**config.mk**
```make
export PLATFORM = sky130hd
export DESIGN_NAME = reg_swap_sequencer
export DESIGN_NICKNAME = d
export VERILOG_FILES = /design/src/rtl/reg_swap_sequencer.sv
export SDC_FILE = /design/constraint.sdc
export NUM_CORES = 1
export LEC_CHECK = 0
export ABC_AREA = 1
export CELL_PAD_IN_SITES_DETAIL_PLACEMENT = 1
export CELL_PAD_IN_SITES_GLOBAL_PLACEMENT = 2
export CORE_MARGIN = 2
export CORE_UTILIZATION = 34
export DETAILED_ROUTE_END_ITERATION = 8
export PLACE_DENSITY_LB_ADDON = 0.1
export SYNTH_ARGS = -nofsm -noshare
export SYNTH_HDL_FRONTEND = slang
export SYNTH_SLANG_ARGS = --single-unit
```
**constraint.sdc**
```tcl
create_clock -name clock -period 2.3 [get_ports clock]
set_input_delay 0.575 -clock clock [delete_from_list [all_inputs] [get_ports clock]]
set_output_delay 0.575 -clock clock [all_outputs]
set_load 0.05 [all_outputs]
```
**src/rtl/reg_swap_sequencer.sv**
```systemverilog
// Shared swap engine for a small register file: round-robin arbitration among
// requesters, then a fixed READ_A/READ_B/WRITE_A/WRITE_B/DONE exchange via temporaries.
module reg_swap_sequencer #(
    parameter int WIDTH      = 8,
    parameter int DEPTH      = 8,
    parameter int REQUESTERS = 4,
    localparam int AW        = $clog2(DEPTH),
    localparam int GW        = $clog2(REQUESTERS)
) (
    input  logic                     clock,
    input  logic                     reset_n,
    input  logic [REQUESTERS-1:0]    req,
    input  logic [REQUESTERS*AW-1:0] idx_a,
    input  logic [REQUESTERS*AW-1:0] idx_b,
    output logic [REQUESTERS-1:0]    ack,
    output logic                     busy,
    output logic [GW-1:0]            grant_id,
    input  logic                     wr_en,
    input  logic [AW-1:0]            wr_addr,
    input  logic [WIDTH-1:0]         wr_data,
    input  logic [AW-1:0]            rd_addr,
    output logic [WIDTH-1:0]         rd_data
);

    localparam logic [2:0] S_IDLE    = 3'd0;
    localparam logic [2:0] S_READ_A  = 3'd1;
    localparam logic [2:0] S_READ_B  = 3'd2;
    localparam logic [2:0] S_WRITE_A = 3'd3;
    localparam logic [2:0] S_WRITE_B = 3'd4;
    localparam logic [2:0] S_DONE    = 3'd5;

    logic [2:0]       r_state;
    logic [WIDTH-1:0] r_rf [DEPTH];
    logic [WIDTH-1:0] r_temp_a;
    logic [WIDTH-1:0] r_temp_b;
    logic [AW-1:0]    r_a_q;
    logic [AW-1:0]    r_b_q;
    logic [GW-1:0]    r_grant_id;
    logic [GW-1:0]    r_rr_ptr;

    logic             w_found;
    logic [GW-1:0]    w_winner;
    logic [GW-1:0]    w_cand;

    // Search starts just after the last winner so every requester gets a turn.
    always_comb begin
        w_found  = 1'b0;
        w_winner = '0;
        w_cand   = '0;
        for (int k = 1; k <= REQUESTERS; k++) begin
            w_cand = GW'((int'(r_rr_ptr) + k) % REQUESTERS);
            if (!w_found && req[w_cand]) begin
                w_found  = 1'b1;
                w_winner = w_cand;
            end
        end
    end

    always_ff @(posedge clock or negedge reset_n) begin
        if (!reset_n) begin
            r_state    <= S_IDLE;
            for (int i = 0; i < DEPTH; i++) begin
                r_rf[i] <= '0;
            end
            r_temp_a   <= '0;
            r_temp_b   <= '0;
            r_a_q      <= '0;
            r_b_q      <= '0;
            r_grant_id <= '0;
            r_rr_ptr   <= GW'(REQUESTERS - 1);
        end else begin
            case (r_state)
                S_IDLE: begin
                    if (wr_en) begin
                        r_rf[wr_addr] <= wr_data;
                    end
                    if (w_found) begin
                        r_a_q      <= idx_a[w_winner*AW +: AW];
                        r_b_q      <= idx_b[w_winner*AW +: AW];
                        r_grant_id <= w_winner;
                        r_rr_ptr   <= w_winner;
                        r_state    <= S_READ_A;
                    end
                end
                S_READ_A: begin
                    r_temp_a <= r_rf[r_a_q];
                    r_state  <= S_READ_B;
                end
                S_READ_B: begin
                    r_temp_b <= r_rf[r_b_q];
                    r_state  <= S_WRITE_A;
                end
                S_WRITE_A: begin
                    r_rf[r_a_q] <= r_temp_b;
                    r_state     <= S_WRITE_B;
                end
                S_WRITE_B: begin
                    r_rf[r_b_q] <= r_temp_a;
                    r_state     <= S_DONE;
                end
                S_DONE: begin
                    r_state <= S_IDLE;
                end
                default: begin
                    r_state <= S_IDLE;
                end
            endcase
        end
    end

    always_comb begin
        ack = '0;
        if (r_state == S_DONE) begin
            ack[r_grant_id] = 1'b1;
        end
    end

    assign busy     = (r_state != S_IDLE);
    assign grant_id = r_grant_id;
    assign rd_data  = r_rf[rd_addr];

endmodule

```
-- Yosys cells after proc, flatten, opt, wreduce, memory -nomap -nowiden
Cells that the tools add are included.
- output and inout bits: 15
- register bits after elaboration: 93
- add/sub/neg operators: 4
- reduce and logical (&&, ||, !) cells: 15
- bitwise gates (word level): 4
- multiply operators: 1
- shift-type cells: 2
- muxes and demuxes: 41
- magnitude comparators: 13
- equal/unequal tests: 7
- operators with widths (operator ; count):
    bitwise mux 64 bit ; 3
    one-hot mux 64 bit (3 select lines) ; 1
    binary-select mux 8 bit (select 3 bit) ; 3
    demux 8 bit (select 3 bit) ; 3
    2-to-1 mux 8 bit ; 9
    2-to-1 mux 64 bit ; 1
    variable part select 12 x 5 -> 3 bit ; 2
    greater-or-equal comparator 4 bit (second input constant) ; 4
    inverter 3 -> 4 bit ; 4
    < comparator 2 x 3 -> 1 bit (second input constant) ; 5
    one-hot mux 3 bit (5 select lines) ; 1
    < comparator 4 x 1 -> 1 bit (second input constant) ; 3
    2-to-1 mux 1 bit ; 9
    binary-select mux 1 bit (select 2 bit) ; 4
    2-to-1 mux 2 bit ; 4
    logical AND 1 bit ; 7
    equality test 3 x 2 -> 1 bit (second input constant) ; 2
    equality test 3 bit (second input constant) ; 2
    nonzero test 3 bit ; 2
    adder 2 x 1 -> 2 bit (second input constant) ; 2
    adder 2 bit (second input constant) ; 2
    multiplier 2 x 2 -> 4 bit (second input constant) ; 1
    2-to-1 mux 4 bit ; 1
    != test 2 bit (second input constant) ; 2
    other kinds (7) ; 10

-- Longest topological paths before layout
Gate-level depths: netlist (run 1).
- word-level depth: 15
- gate-level depth with buffers: 16
- gate-level depth less buffers: 14

-- Least setup slack after synthesis (run 1)
No wires, ideal clock.
- path type: input to output
- from: in rd_addr[1]
- to: out rd_data[1]
- stages: 6
- setup slack: -0.459 ns
- data required time: 1.725 ns
- path buffers: 2
- arrival: 2.184 ns
- cell sequence: clkbuf_1 inv_1 buf_1 a21oi_1 o21ai_0 a31oi_1
- longest elaborated chain between the ends: 4
- RTL lines (what ; line ; RTL):
    from (decl) ; 21 ; input logic [AW-1:0] rd_addr,
    inverter 3 -> 4 bit (not written as such) ; 120 ; assign rd_data = r_rf[rd_addr];
    binary-select mux 8 bit (select 3 bit) ; 120 ;
    2-to-1 mux 8 bit (not written as such) (2 in a row) ; 120 ;
    to (decl) ; 22 ; output logic [WIDTH-1:0] rd_data
No other way between the ends. The select of a mux whose other input is x is not followed.

-- Worst setup path in the final report (run 1)
- from: in rd_addr[0]
- to: out rd_data[0]
Same word-level chain as after synthesis.

==> impl_metrics.json, run 1 <==
{
  "run_status": "finished, final reports clean",
  "wirelength_mm": 36.9,
  "grt_max_degree": 94,
  "syn_avg_cell_area_um2": 6.92,
  "drv_slew": 0,
  "antenna_left": 0,
  "initial_core_util_pct": 34.7,
  "synth-seq-cells": 93,
  "finClkSkew_ns": 0.0115,
  "dr.pass1.iters": 5,
  "die_y_um": 153,
  "yosysTopAreaCellShare_pct": 30.0,
  "synth_fp_nets": 1140,
  "grt_setup_unrepaired": "yes",
  "pwr-share-seq_pct": 23.2,
  "max_freq_ghz": 0.443,
  "syn-cell-area_um2": 7580,
  "root_buffer": "clkbuf_16",
  "num_vias": 9071,
  "ys_warn_count": 0,
  "diodes": 0,
  "switching_share_pct": 53.8,
  "hold_path.class": "in2async",
  "cts_hold_buf": 0,
  "place_inst": 1463,
  "switching_power_w": 0.00822,
  "grt_pass1_wl_mm": 55.7,
  "timing.slew.headroom_pct": 48.4,
  "synth_edf_count": 0,
  "critical-path-top-delay-family": "buffers and inverters",
  "power_density_nw_per_um2": 1530,
  "ios": 60,
  "internal_power_w": 0.00705,
  "finalPower_w": 0.0153,
  "clk_latency_ns": 0.36,
  "ys_types": 36,
  "critPathMaxStageDelay_ns": 0.35,
  "die-area_um2": 23500,
  "netlist_instances": 1095,
  "cts_max_path_buffers": 2,
  "hold_viol_final": 0,
  "cts_buffers": 9,
  "cts_tree": "done",
  "final_common_cell": "nand2_1",
  "nets": 1243,
  "antenna_found_initial": 0,
  "crit_required_ns": 1.73,
  "dp_hpwl_mm": 24.7,
  "drt_iter0_drc": 807,
  "cp.arrival_ns": 1.68,
  "post_drt_wl_per_cell_um": 24.8,
  "pwr-share-comb_pct": 65.1,
  "start_kind": "input pin",
  "critPathMaxFanout": 13,
  "clk_pin_slew_ns": 0.07,
  "path_class": "in2out",
  "place.gp.congestion": 0.894,
  "grt_pass1_vias": 8869,
  "overflow": 0,
  "tightest_slew_ns": 0.773,
  "critPathBufInv": 3,
  "period_share_pct": 98.2,
  "p_clk_share_pct": 11.6,
  "die_w_um": 153,
  "finalCriticalPeriod_ns": 2.26,
  "synthToLayoutAreaGrowth_pct": 31.8,
  "async_flop_share_pct": 100,
  "max-cap-violations": 0,
  "yosysTopAreaCell": "dfrtp_1",
  "track_usage_pct": 31.2,
  "setup_viol": 0,
  "slowest_stage": "a221oi_2",
  "ir_drop_v": 0.000576,
  "final_cell_mix": "186 x nand2_1, 148 x a21oi_1, 128 x inv_1",
  "htree_num_levels": 3,
  "synthTopCellsByArea": "dfrtp_1 30%, a21oi_1 10%, nand2_1 9.2%",
  "fp-row-count": 54,
  "core_area_um2": 21800,
  "drive_gt1_share_pct": 17.4,
  "tns_ns": 0,
  "p_leak_nw": 4.31,
  "ys.flop_type": "dfrtp_1",
  "drc_errors": 0,
  "port_buffers": 59,
  "cp-end-kind": "primary output",
  "ys_seq_area_share_pct": 30.7,
  "crit_chain": "buf_6 > buf_4 > o21ai_0 > a221oi_2 > a31oi_4 > buf_12",
  "clock-sinks": 93,
  "layoutNonFillerInstCount": 1483,
  "viasPerCell": 6.12
}
[per-stage QoR]
| step | setup WS (ns) | instance area, µm² | hold WS [ns] | utilization, % |
|---|---|---|---|---|
| floorplan | -0.157 | 7700 | 0.279 | - |
| global placement | -0.327 | 9450 | 0.533 | 43.3 |
| detailed placement | -0.311 | 9450 | 0.546 | 43.3 |
| CTS | 0.0101 | 9960 | 0.312 | 45.6 |
| global route | -0.0391 | 9990 | 0.281 | 45.8 |
| finish | 0.0418 | 9990 | 0.236 | 45.8 |
[per-layer routing]
| layer | global-route usage, % | wire length, µm | vias to the layer above |
|---|---|---|---|
| li1 | - | - | 4140 |
| met1 | 44.6 | 16200 | 4430 |
| met2 | 45.7 | 15700 | 435 |
| met3 | 8.34 | 3680 | 66 |
| met4 | 10.2 | 1190 | 0 |
| met5 | 0 | 0 | - |
[power groups by stage]
stage                     sequential, W  clock (W)  combinational (W)
after CTS                       0.00349    0.00178            0.00975
after detailed placement        0.00352          0            0.00960
final                           0.00355    0.00178            0.00995
after global routing            0.00364    0.00184             0.0108
after floorplan                 0.00305          0            0.00610
after global placement          0.00352          0            0.00946
[repair_timing]
item	in CTS	in global routing
pin swaps	9	0
cloned	2	0
resized for setup	32	13
setup buffers	2	0
setup endpoints to repair	8	8
[worst paths after layout]
kind / from / end / slack [ns] / cells after the start
worst min register to register: r_a_q[2] / r_a_q[2] / 0.55 / 2
worst max register to register: r_state[2] / flip-flop / 0.18 / 8
worst min-delay path: reset_n / r_b_q[2] / 0.24 / 2
worst max-delay path: rd_addr[0] / rd_data[0] / 0.04 / 6
min in group clock: r_a_q[2] / r_a_q[2] / 0.55 / 2
max in group asynchronous: reset_n / async pin / 1.55 / 2
[kinds of logic after synthesis]
family | count (synthesis) | synth area share [%]
buffers and inverters | 221 | 12.1
AND/OR/NAND/NOR | 290 | 16.5
AO/OA/AOI/OAI | 491 | 40.6
flip-flops | 93 | 30.7
[worst register-to-register path: cells and delay by family, from the launching register on]
kind | cells | cell delay, ns
buf+inv | 3 | 0.44
compound gates | 3 | 0.87
flops | 1 | 0.46
simple gates | 2 | 0.27
[cell type report]
cell class / count / area (µm²)
Clock buffer: 13 / 260
Clock inverter: 3 / 67.6
Fill cell: 2709 / 11800
Inverter: 146 / 556
Multi-Input combinational cell: 781 / 4590
Sequential cell: 93 / 2330
Tap cell: 280 / 350
Timing Repair Buffer: 167 / 1840
[synth_stat cells (5+ instances only)]
library cell and n:
a221oi_1 18, nand2_2 6, dfrtp_1 91, nor2_1 39, o211ai_1 75, nand4_1 6, o22ai_1 39, buf_2 12
nor3_1 19, a32oi_1 38, a31oi_1 9, buf_6 8, nand2_1 186, buf_1 5, inv_1 134, a211oi_1 13
clkbuf_1 47, a21oi_4 6, a21oi_1 153, o21ai_0 124, inv_2 11, a41oi_1 6, nand3_1 20
Power figures use the tool's default switching activity.
==> run 2: changes to the inputs <==
--- a/config.mk
+++ b/config.mk
@@ -5,11 +5,11 @@
 export SDC_FILE = /design/constraint.sdc
 export NUM_CORES = 1
 export LEC_CHECK = 0
-export ABC_AREA = 1
+export CAP_MARGIN = 20
 export CELL_PAD_IN_SITES_DETAIL_PLACEMENT = 1
 export CELL_PAD_IN_SITES_GLOBAL_PLACEMENT = 2
 export CORE_MARGIN = 2
-export CORE_UTILIZATION = 34
+export CORE_UTILIZATION = 37
 export DETAILED_ROUTE_END_ITERATION = 8
 export PLACE_DENSITY_LB_ADDON = 0.1
 export SYNTH_ARGS = -nofsm -noshare
==> impl_metrics.json, run 2 <==
{
  "grt_pass1_wl_mm": 59.4,
  "synth-seq-cells": 93,
  "dp_hpwl_mm": 29.4,
  "finalCriticalPeriod_ns": 2.37,
  "synthTopCellsByArea": "dfrtp_1 29%, mux2i_1 12%, a21oi_1 7.3%",
  "htree_num_levels": 3,
  "regArea_um2": 2360,
  "ys.flop_type": "dfrtp_1",
  "place.gp.congestion": 1.01,
  "max_freq_ghz": 0.421,
  "clk_pin_slew_ns": 0.08,
  "crit_end": "rd_data[5]",
  "grt_max_degree": 38,
  "nets": 1085,
  "worst-r2r-setup-slack_ns": 0.11,
  "die_w_um": 148,
  "diodes": 0,
  "p_leak_nw": 4.13,
  "clock-sinks": 93,
  "fillers": 2358,
  "yosysTopAreaCellShare_pct": 29.5,
  "drive_gt1_share_pct": 28.0,
  "multi_input_area_um2": 5010,
  "critical_path_depth": 3,
  "ys_seq_area_share_pct": 30.2,
  "final_cell_mix": "138 x buf_4, 112 x a21oi_1, 94 x mux2i_1",
  "syn_avg_cell_area_um2": 8.53,
  "initial_core_util_pct": 37.9,
  "netlist_instances": 905,
  "critPathMaxStageDelay_ns": 0.48,
  "synth_edf_count": 0,
  "port_buffers": 59,
  "crit_required_ns": 1.73,
  "run_status": "finished, violations left",
  "cts_hold_buf": 0,
  "finClkSkew_ns": 0.0155,
  "crit_chain": "mux4_2 > mux2_4 > buf_8",
  "slowest_stage": "mux4_2",
  "die_y_um": 148,
  "cts_max_path_buffers": 2,
  "finish.utilization_pct": 49.5,
  "overflow": 0,
  "wirelength_mm": 40.1,
  "drc_errors": 0,
  "async_flop_share_pct": 100,
  "setup_viol": 8,
  "critical-path-top-delay-family": "multiplexers",
  "ios": 60,
  "hold_path.class": "in2async",
  "antenna_found_initial": 0,
  "viasPerCell": 6.64,
  "path_class": "reg2out",
  "root_buffer": "clkbuf_16",
  "cts_buffers": 9,
  "drt_iter0_drc": 1057,
  "max-cap-violations": 0,
  "hold_viol_final": 0,
  "ys_types": 61,
  "final_common_cell": "buf_4",
  "violations": "setup timing",
  "antenna_left": 0,
  "period_share_pct": 103,
  "synthToLayoutAreaGrowth_pct": 30.5,
  "grt_pass1_vias": 8979,
  "num_vias": 8729,
  "core_area_um2": 20400,
  "setup_ws_ns": -0.0725,
  "ir_drop_v": 0.000771,
  "power_density_nw_per_um2": 1560,
  "cp.arrival_ns": 1.80,
  "yosysMostFrequentCell": "a21oi_1",
  "ys_warn_count": 0,
  "timing.slew.headroom_pct": 56.6,
  "reg2reg_depth": 6,
  "r2r_start": "r_state[0]",
  "yosysTopAreaCell": "dfrtp_1",
  "cp-end-kind": "primary output",
  "track_usage_pct": 36.6,
  "synth_fp_nets": 950,
  "cts_tree": "done",
  "tightest_slew_ns": 0.650,
  "place_area_um2": 9540,
  "die-area_um2": 22000,
  "critPathBufInv": 1,
  "syn-cell-area_um2": 7720,
  "critPathMaxFanout": 6,
  "clk_latency_ns": 0.37,
  "synth_common_cells": "112 x a21oi_1, 94 x mux2i_1, 91 x dfrtp_1, 91 x nor2_1, 63 x nand2_1",
  "dr.pass1.iters": 5,
  "drv_slew": 0,
  "start_kind": "flip-flop",
  "final_area_um2": 10100,
  "post_drt_wl_per_cell_um": 30.5,
  "fp-row-count": 52,
  "grt_setup_unrepaired": "yes"
}
-- run 2: how the worst min path moves through the flow --
| stage | cells past startpoint | to | start | slack, ns |
|---|---|---|---|---|
| floorplan | 0 | async pin | reset_n | 0.28 |
| finish | 1 | r_temp_b[6] | reset_n | 0.18 |
| CTS | 1 | r_temp_a[6] | reset_n | 0.22 |
| global route | 1 | r_temp_a[6] | reset_n | 0.21 |
| global placement | 2 | r_rr_ptr[1] | r_rr_ptr[1] | 0.49 |
| detailed placement | 2 | r_rr_ptr[1] | r_rr_ptr[1] | 0.51 |
-- run 2: cell families after synthesis --
kind of cell	count (synthesis)	synth area share, %
AOI/OAI and AO/OA	278	22.1
xor gates and xnor gates	1	0.113
buffers and inverters	97	5.51
DFF	93	30.2
muxes	150	23.4
and+or+nand+nor	286	18.7
-- run 2: per-layer routing --
layer / vias to the layer above / track usage, % / wire (µm)
li1: 3654 / - / -
met1: 4461 / 48.9 / 16500
met2: 491 / 57.3 / 18100
met3: 123 / 7.02 / 3530
met4: 0 / 17.4 / 2030
met5: - / 0 / 0
-- run 2: final cells by class --
cell class                 count  area share [%]
clock inverter                 6           0.696
multi-input combinational    715            49.8
timing repair buffer         212            20.2
clock buffer                   9            2.24
tap                          270            3.35
sequential                    93            23.4
inverter                       9           0.335
-- run 2: timing repair --
item / 4_1_cts / 5_1_grt
pin swaps: 0 / 1
endpoints found under the hold margin: 0 / 0
setup endpoints to repair: 11 / 16
cloned: 2 / 0
buffers inserted: 9 / 2
gates resized for setup: 49 / 11
-- run 2: report_power, final --
group,total (W),switching [W],internal [W]
sequential,0.00413,0.00167,0.00247
combinational,0.00991,0.00549,0.00442
clock,0.00163,0.000774,0.000854
-- run 2: stage by stage --
stage,hold slack [ns],total power [W],setup TNS (ns),std cells,setup WS [ns]
after floorplan,0.279,0.00924,0,905,0.00802
after global placement,0.487,0.0131,-7.65,1287,-0.539
after detailed placement,0.511,0.0134,-10.12,1287,-0.551
after CTS,0.217,0.0153,-0.273,1312,-0.0685
after global routing,0.206,0.0164,-0.455,1314,-0.0815
final,0.178,0.0157,-0.317,1314,-0.0725
